## config.mk

```make
export PLATFORM = sky130hd
export DESIGN_NAME = mem_arbiter
export DESIGN_NICKNAME = d
export VERILOG_FILES = /design/src/rtl/mem_arbiter.sv
export SDC_FILE = /design/constraint.sdc
export NUM_CORES = 1
export LEC_CHECK = 0
export CAP_MARGIN = 20
export CORE_AREA = 2 2 213 215
export CTS_CLUSTER_SIZE = 12
export DETAILED_ROUTE_END_ITERATION = 10
export DIE_AREA = 0 0 215 217
export SLEW_MARGIN = 20
export SYNTH_ARGS = -nofsm -noshare
export SYNTH_HDL_FRONTEND = slang
export SYNTH_SLANG_ARGS = --single-unit
```

## constraint.sdc

```tcl
create_clock -name clk -period 2.2 [get_ports clk]
set_clock_uncertainty 0.15 [all_clocks]
set_input_delay 0.55 -clock clk [delete_from_list [all_inputs] [get_ports clk]]
set_output_delay 0.55 -clock clk [all_outputs]
set_load 0.01 [all_outputs]
```

## src/rtl/mem_arbiter.sv

```systemverilog
// Two-port memory arbiter: instruction fetch (IF) and memory access (MA)
// share one memory port with MA priority and a bounded IF starvation window.
module mem_arbiter #(
   parameter int AW           = 64,
   parameter int DW           = 64,
   parameter int STARVE_LIMIT = 4
) (
   input  logic            clk,
   input  logic            rst,
   input  logic            if_req,
   input  logic [AW-1:0]   if_addr,
   output logic            if_gnt,
   output logic            if_rvalid,
   output logic [DW-1:0]   if_rdata,
   input  logic            ma_req,
   input  logic            ma_we,
   input  logic [AW-1:0]   ma_addr,
   input  logic [DW-1:0]   ma_wdata,
   input  logic [DW/8-1:0] ma_be,
   output logic            ma_gnt,
   output logic            ma_rvalid,
   output logic [DW-1:0]   ma_rdata,
   output logic            mem_req,
   output logic            mem_we,
   output logic [AW-1:0]   mem_addr,
   output logic [DW-1:0]   mem_wdata,
   output logic [DW/8-1:0] mem_be,
   input  logic            mem_ack,
   input  logic [DW-1:0]   mem_rdata,
   output logic            busy
);

   localparam int BW = DW / 8;
   localparam int SW = (STARVE_LIMIT < 1) ? 1 : $clog2(STARVE_LIMIT + 1);
   localparam logic [SW-1:0] LIMIT = SW'(STARVE_LIMIT);

   typedef enum logic [1:0] {
      IDLE,
      BUSY_IF,
      BUSY_MA
   } state_e;

   state_e          state_q, state_d;
   logic [SW-1:0]   starve_q, starve_d;
   logic [AW-1:0]   addr_q, addr_d;
   logic            we_q, we_d;
   logic [DW-1:0]   wdata_q, wdata_d;
   logic [BW-1:0]   be_q, be_d;
   logic [DW-1:0]   if_rdata_q, if_rdata_d;
   logic [DW-1:0]   ma_rdata_q, ma_rdata_d;
   logic            if_rvalid_q, if_rvalid_d;
   logic            ma_rvalid_q, ma_rvalid_d;
   logic            if_win, ma_win;

   // Arbitration, request capture and completion handling.
   always_comb begin
      state_d     = state_q;
      starve_d    = starve_q;
      addr_d      = addr_q;
      we_d        = we_q;
      wdata_d     = wdata_q;
      be_d        = be_q;
      if_rdata_d  = if_rdata_q;
      ma_rdata_d  = ma_rdata_q;
      if_rvalid_d = 1'b0;
      ma_rvalid_d = 1'b0;
      if_win      = 1'b0;
      ma_win      = 1'b0;
      unique case (state_q)
         IDLE: begin
            if (if_req && (!ma_req || starve_q == LIMIT)) begin
               if_win   = 1'b1;
               state_d  = BUSY_IF;
               starve_d = '0;
               addr_d   = if_addr;
               we_d     = 1'b0;
               wdata_d  = '0;
               be_d     = '1;
            end else if (ma_req) begin
               ma_win   = 1'b1;
               state_d  = BUSY_MA;
               addr_d   = ma_addr;
               we_d     = ma_we;
               wdata_d  = ma_wdata;
               be_d     = ma_be;
               if (!if_req)
                  starve_d = '0;
               else if (starve_q != LIMIT)
                  starve_d = starve_q + SW'(1);
            end
         end
         BUSY_IF: begin
            if (mem_ack) begin
               state_d     = IDLE;
               if_rvalid_d = 1'b1;
               if_rdata_d  = mem_rdata;
            end
         end
         BUSY_MA: begin
            if (mem_ack) begin
               state_d     = IDLE;
               ma_rvalid_d = 1'b1;
               if (!we_q)
                  ma_rdata_d = mem_rdata;
            end
         end
         default: state_d = IDLE;
      endcase
   end

   // State and datapath registers with synchronous reset.
   always_ff @(posedge clk) begin
      if (rst) begin
         state_q     <= IDLE;
         starve_q    <= '0;
         addr_q      <= '0;
         we_q        <= 1'b0;
         wdata_q     <= '0;
         be_q        <= '0;
         if_rdata_q  <= '0;
         ma_rdata_q  <= '0;
         if_rvalid_q <= 1'b0;
         ma_rvalid_q <= 1'b0;
      end else begin
         state_q     <= state_d;
         starve_q    <= starve_d;
         addr_q      <= addr_d;
         we_q        <= we_d;
         wdata_q     <= wdata_d;
         be_q        <= be_d;
         if_rdata_q  <= if_rdata_d;
         ma_rdata_q  <= ma_rdata_d;
         if_rvalid_q <= if_rvalid_d;
         ma_rvalid_q <= ma_rvalid_d;
      end
   end

   // Outputs are forced low while reset is asserted.
   assign if_gnt    = if_win & ~rst;
   assign ma_gnt    = ma_win & ~rst;
   assign if_rvalid = if_rvalid_q & ~rst;
   assign ma_rvalid = ma_rvalid_q & ~rst;
   assign if_rdata  = rst ? '0 : if_rdata_q;
   assign ma_rdata  = rst ? '0 : ma_rdata_q;
   assign busy      = (state_q != IDLE) & ~rst;
   assign mem_req   = busy;
   assign mem_we    = we_q & ~rst;
   assign mem_addr  = rst ? '0 : addr_q;
   assign mem_wdata = rst ? '0 : wdata_q;
   assign mem_be    = rst ? '0 : be_q;

endmodule
```

==> load_flow_metrics.sql <==
INSERT INTO impl_metrics (metric_group, metric, value, unit) VALUES
('layout', 'area_growth_syn_to_layout', '68.0', '%'),
('synth', 'synthArstFlopShare', '0', ''),
('floorplanning', 'chipHeight', '217', 'um'),
('detailed_routing', 'route.detailed.drc', '0', ''),
('global_route', 'grt_usage', '0.188', ''),
('critical_path', 'crit_buf_inv', '3', ''),
('placement', 'gp_congestion', '0.846', ''),
('layout', 'multiInputGateArea', '5740', 'um^2'),
('clocking', 'worstSkewPairLatency', '520', 'ps'),
('critical_path', 'worst-setup-path-type', 'primary input to primary output', ''),
('floorplanning', 'pin_count', '541', ''),
('power_and_ir_drop', 'cellPowerDensity', '701', 'nW/um^2'),
('sta', 'final_max_slew_viol_count', '0', ''),
('power_and_ir_drop', 'internal_power_summed_over_all_cells', '0.0101', 'W'),
('sta', 'tightestPinTransition', '731', 'ps'),
('sta', 'max-slew-margin-rel', '0.513', ''),
('floorplanning', 'rows', '78', ''),
('critical_path', 'critical_path.cell_chain', 'buf_12, buf_12, nor2b_1, clkdlybuf4s50_1', ''),
('placement', 'detailedPlace.worstSlack', '-531', 'ps'),
('detailed_routing', 'drtIter0Drc', '686', ''),
('synth', 'ys_seq_elements', '272', ''),
('clocking', 'clock_sink_count', '272', ''),
('clocking', 'cts.hold.buffers_added', '0', ''),
('run_status', 'outcome', 'finished with violations', ''),
('clocking', 'h-tree-depth', '2', ''),
('global_route', 'grt_first_pass_wirelength', '69400', 'um'),
('synth', 'synth_sequential_area_ratio', '0.467', ''),
('sta', 'fmax', '434', 'MHz'),
('power_and_ir_drop', 'switching_share_of_power', '0.261', ''),
('power_and_ir_drop', 'power_switching', '0.00359', 'W'),
('critical_path', 'critical_path.top_delay_family', 'buffers and inverters', ''),
('detailed_routing', 'detail_route.vias_per_cell', '4.67', ''),
('synth', 'synth_edf_count', '0', ''),
('sta', 'grt_setup_unrepaired', 'yes', ''),
('clocking', 'cts.clk_slew.worst_paths', '60', 'ps'),
('detailed_routing', 'first_drt_pass_iteration_count', '5', ''),
('power_and_ir_drop', 'report.power.total', '0.0137', 'W'),
('floorplanning', 'design.die.area', '46700', 'um^2'),
('synth', 'synth_fp_nets', '1595', ''),
('sta', 'fin_ws', '-107', 'ps'),
('layout', 'post_route_cells_drive_above_1_share', '0.158', ''),
('floorplanning', 'design.core.area', '44700', 'um^2'),
('critical_path', 'critical_path.endpoint_type', 'primary output', ''),
('critical_path', 'critPathMaxStageDelay', '540', 'ps'),
('clocking', 'cts_buffer_depth', '3', ''),
('power_and_ir_drop', 'leakage', '8.60', 'nW'),
('critical_path', 'critical_path_peak_fanout', '42', ''),
('sta', 'period_utilisation_layout', '1.05', ''),
('run_status', 'failed_checks', 'setup timing', ''),
('layout', 'final_util', '0.439', ''),
('synth', 'share_of_the_synthesized_area_in_compound_gates_ao_oa_aoi_oai', '0.224', ''),
('flow_run', 'cap_violations', '0', ''),
('clocking', 'cts_tree', 'yes', ''),
('detailed_routing', 'vias', '11800', ''),
('global_route', 'first_global_vias', '11900', ''),
('synth', 'post_synth_and_or_nand_nor_area_fraction', '0.248', ''),
('synth', 'dominantRegCellSynth', 'sky130_fd_sc_hd__dfxtp_1', ''),
('sta', 'final_period_minus_worst_setup_slack', '2310', 'ps'),
('sta', 'setup_violations', '9', ''),
('critical_path', 'worst_path_max_delay_cell', 'sky130_fd_sc_hd__clkdlybuf4s50_1', ''),
('clocking', 'clock_tree.root_cell', 'sky130_fd_sc_hd__clkbuf_16', ''),
('global_route', 'number_of_antenna_violations_at_the_first_check_in_global_routing', '3', ''),
('placement', 'dp_hpwl', '32200', 'um'),
('synth', 'post_synth_instance_area', '11700', 'um^2'),
('placement', 'placement.io_buffers', '540', ''),
('critical_path', 'cp_data_required_time', '1500', 'ps'),
('floorplanning', 'initial_core_util', '0.261', ''),
('global_route', 'grt_max_degree', '70', ''),
('synth', 'yosysWarningCount', '0', ''),
('critical_path', 'reg2reg_depth', '7', ''),
('detailed_routing', 'postRouteWirelength', '45900', 'um');
-- cell usage after synthesis, types with 2 or more instances --
cell type,count,area share
sky130_fd_sc_hd__nand2_1,134,0.043
sky130_fd_sc_hd__dfxtp_1,272,0.47
sky130_fd_sc_hd__buf_2,42,0.018
sky130_fd_sc_hd__nor2_1,84,0.027
sky130_fd_sc_hd__o21ai_1,51,0.022
sky130_fd_sc_hd__ha_1,5,0.0054
sky130_fd_sc_hd__nand3b_1,2,0.0013
sky130_fd_sc_hd__nor3b_1,3,0.0019
sky130_fd_sc_hd__a311oi_2,20,0.026
sky130_fd_sc_hd__a21oi_1,68,0.029
sky130_fd_sc_hd__a311oi_1,44,0.033
sky130_fd_sc_hd__inv_1,4,0.0013
sky130_fd_sc_hd__nand3_1,65,0.028
sky130_fd_sc_hd__a211oi_1,8,0.0051
sky130_fd_sc_hd__buf_4,14,0.0090
sky130_fd_sc_hd__buf_1,18,0.0058
sky130_fd_sc_hd__buf_6,4,0.0039
sky130_fd_sc_hd__o21ai_0,16,0.0069
sky130_fd_sc_hd__nor2b_1,268,0.14
sky130_fd_sc_hd__a22o_1,65,0.049
sky130_fd_sc_hd__o22a_1,64,0.048
sky130_fd_sc_hd__clkbuf_2,2,0.00086
sky130_fd_sc_hd__o211ai_1,2,0.0013
sky130_fd_sc_hd__and3b_1,2,0.0015
sky130_fd_sc_hd__clkbuf_1,54,0.017
-- power by group through the flow --
| stage | clock network [W] | logic (W) | registers [W] |
|---|---|---|---|
| 3_5_place_dp | 0 | 0.00274 | 0.00556 |
| 5_1_grt | 0.00600 | 0.00288 | 0.00549 |
| 2_1_floorplan | 0 | 0.00129 | 0.00549 |
| 4_1_cts | 0.00583 | 0.00267 | 0.00545 |
| 3_3_place_gp | 0 | 0.00271 | 0.00555 |
| 6_report | 0.00564 | 0.00265 | 0.00545 |
-- stage by stage --
step | TNS [ps] | cells | hold slack [ps]
after detailed placement | -98930 | 2470 | 291
final | -611 | 2535 | 197
after global placement | -95290 | 2470 | 284
after floorplan | 0 | 1320 | 282
after global routing | -1450 | 2535 | 185
after CTS | -2770 | 2532 | 137
-- final timing paths --
check                                    start        endpoint  slack (ps)
worst max-delay path                       rst    mem_addr[39]        -110
worst min-delay path                       rst  ma_rdata_q[43]         200
worst max register to register      state_q[0]     wdata_q[36]         120
worst min register to register  ma_rdata_q[42]  ma_rdata_q[42]         300
-- repair_timing --
item | CTS | global route
setup endpoints to repair | 271 | 109
gates resized for setup | 339 | 72
gates cloned | 1 | 1
pin swaps | 3 | 0
setup buffers | 4 | 1
-- cells in the final DEF, fill, tap and decap left out, types with 21 or more instances in the layout --
cell type                         netlist  layout
sky130_fd_sc_hd__a311oi_1              44      44
sky130_fd_sc_hd__buf_4                 14     123
sky130_fd_sc_hd__dlygate4sd2_1          0     208
sky130_fd_sc_hd__clkdlybuf4s50_1        0     271
sky130_fd_sc_hd__clkbuf_16              0      38
sky130_fd_sc_hd__dfxtp_1              272     267
sky130_fd_sc_hd__nor2b_2                0      24
sky130_fd_sc_hd__o22a_1                64      64
sky130_fd_sc_hd__nor2b_1              268     243
sky130_fd_sc_hd__nor2_1                84      82
sky130_fd_sc_hd__a22o_1                65      65
sky130_fd_sc_hd__buf_12                 0      21
sky130_fd_sc_hd__nand3_1               65      65
sky130_fd_sc_hd__a21oi_1               68      68
sky130_fd_sc_hd__nand2_1              134     132
sky130_fd_sc_hd__o21ai_1               51      50
-- flip-flops by register name (all words and copies together), names as in the netlist --
register     cells
if_rdata_q      64
we_q             1
be_q             8
if_rvalid_q      1
wdata_q         64
addr_q          64
ma_rvalid_q      1
starve_q         3
ma_rdata_q      64
state_q          2
-- cell families after synthesis --
logic type / count (synthesis)
AOI/OAI and AO/OA: 343
adders and majority gates: 5
buffers and inverters: 139
DFF: 272
and+or+nand+nor: 561
-- final cells by class --
cell class,count,share of cell area
Timing Repair Buffer,691,0.333
Multi-Input combinational cell,909,0.293
Sequential cell,272,0.278
Clock buffer,48,0.0519
Tap cell,600,0.0383
Clock inverter,9,0.00504
Inverter,5,0.000957
Antenna cell,1,0.000128
-- per-layer routing --
metal / vias up / global-route usage / routed length, um
li1: 5768 / - / -
met1: 5539 / 0.224 / 19000
met2: 444 / 0.315 / 21600
met3: 76 / 0.0692 / 3960
met4: 2 / 0.0600 / 1330
met5: - / 0 / 13
Note: power is estimated with default switching activity, not from simulation.
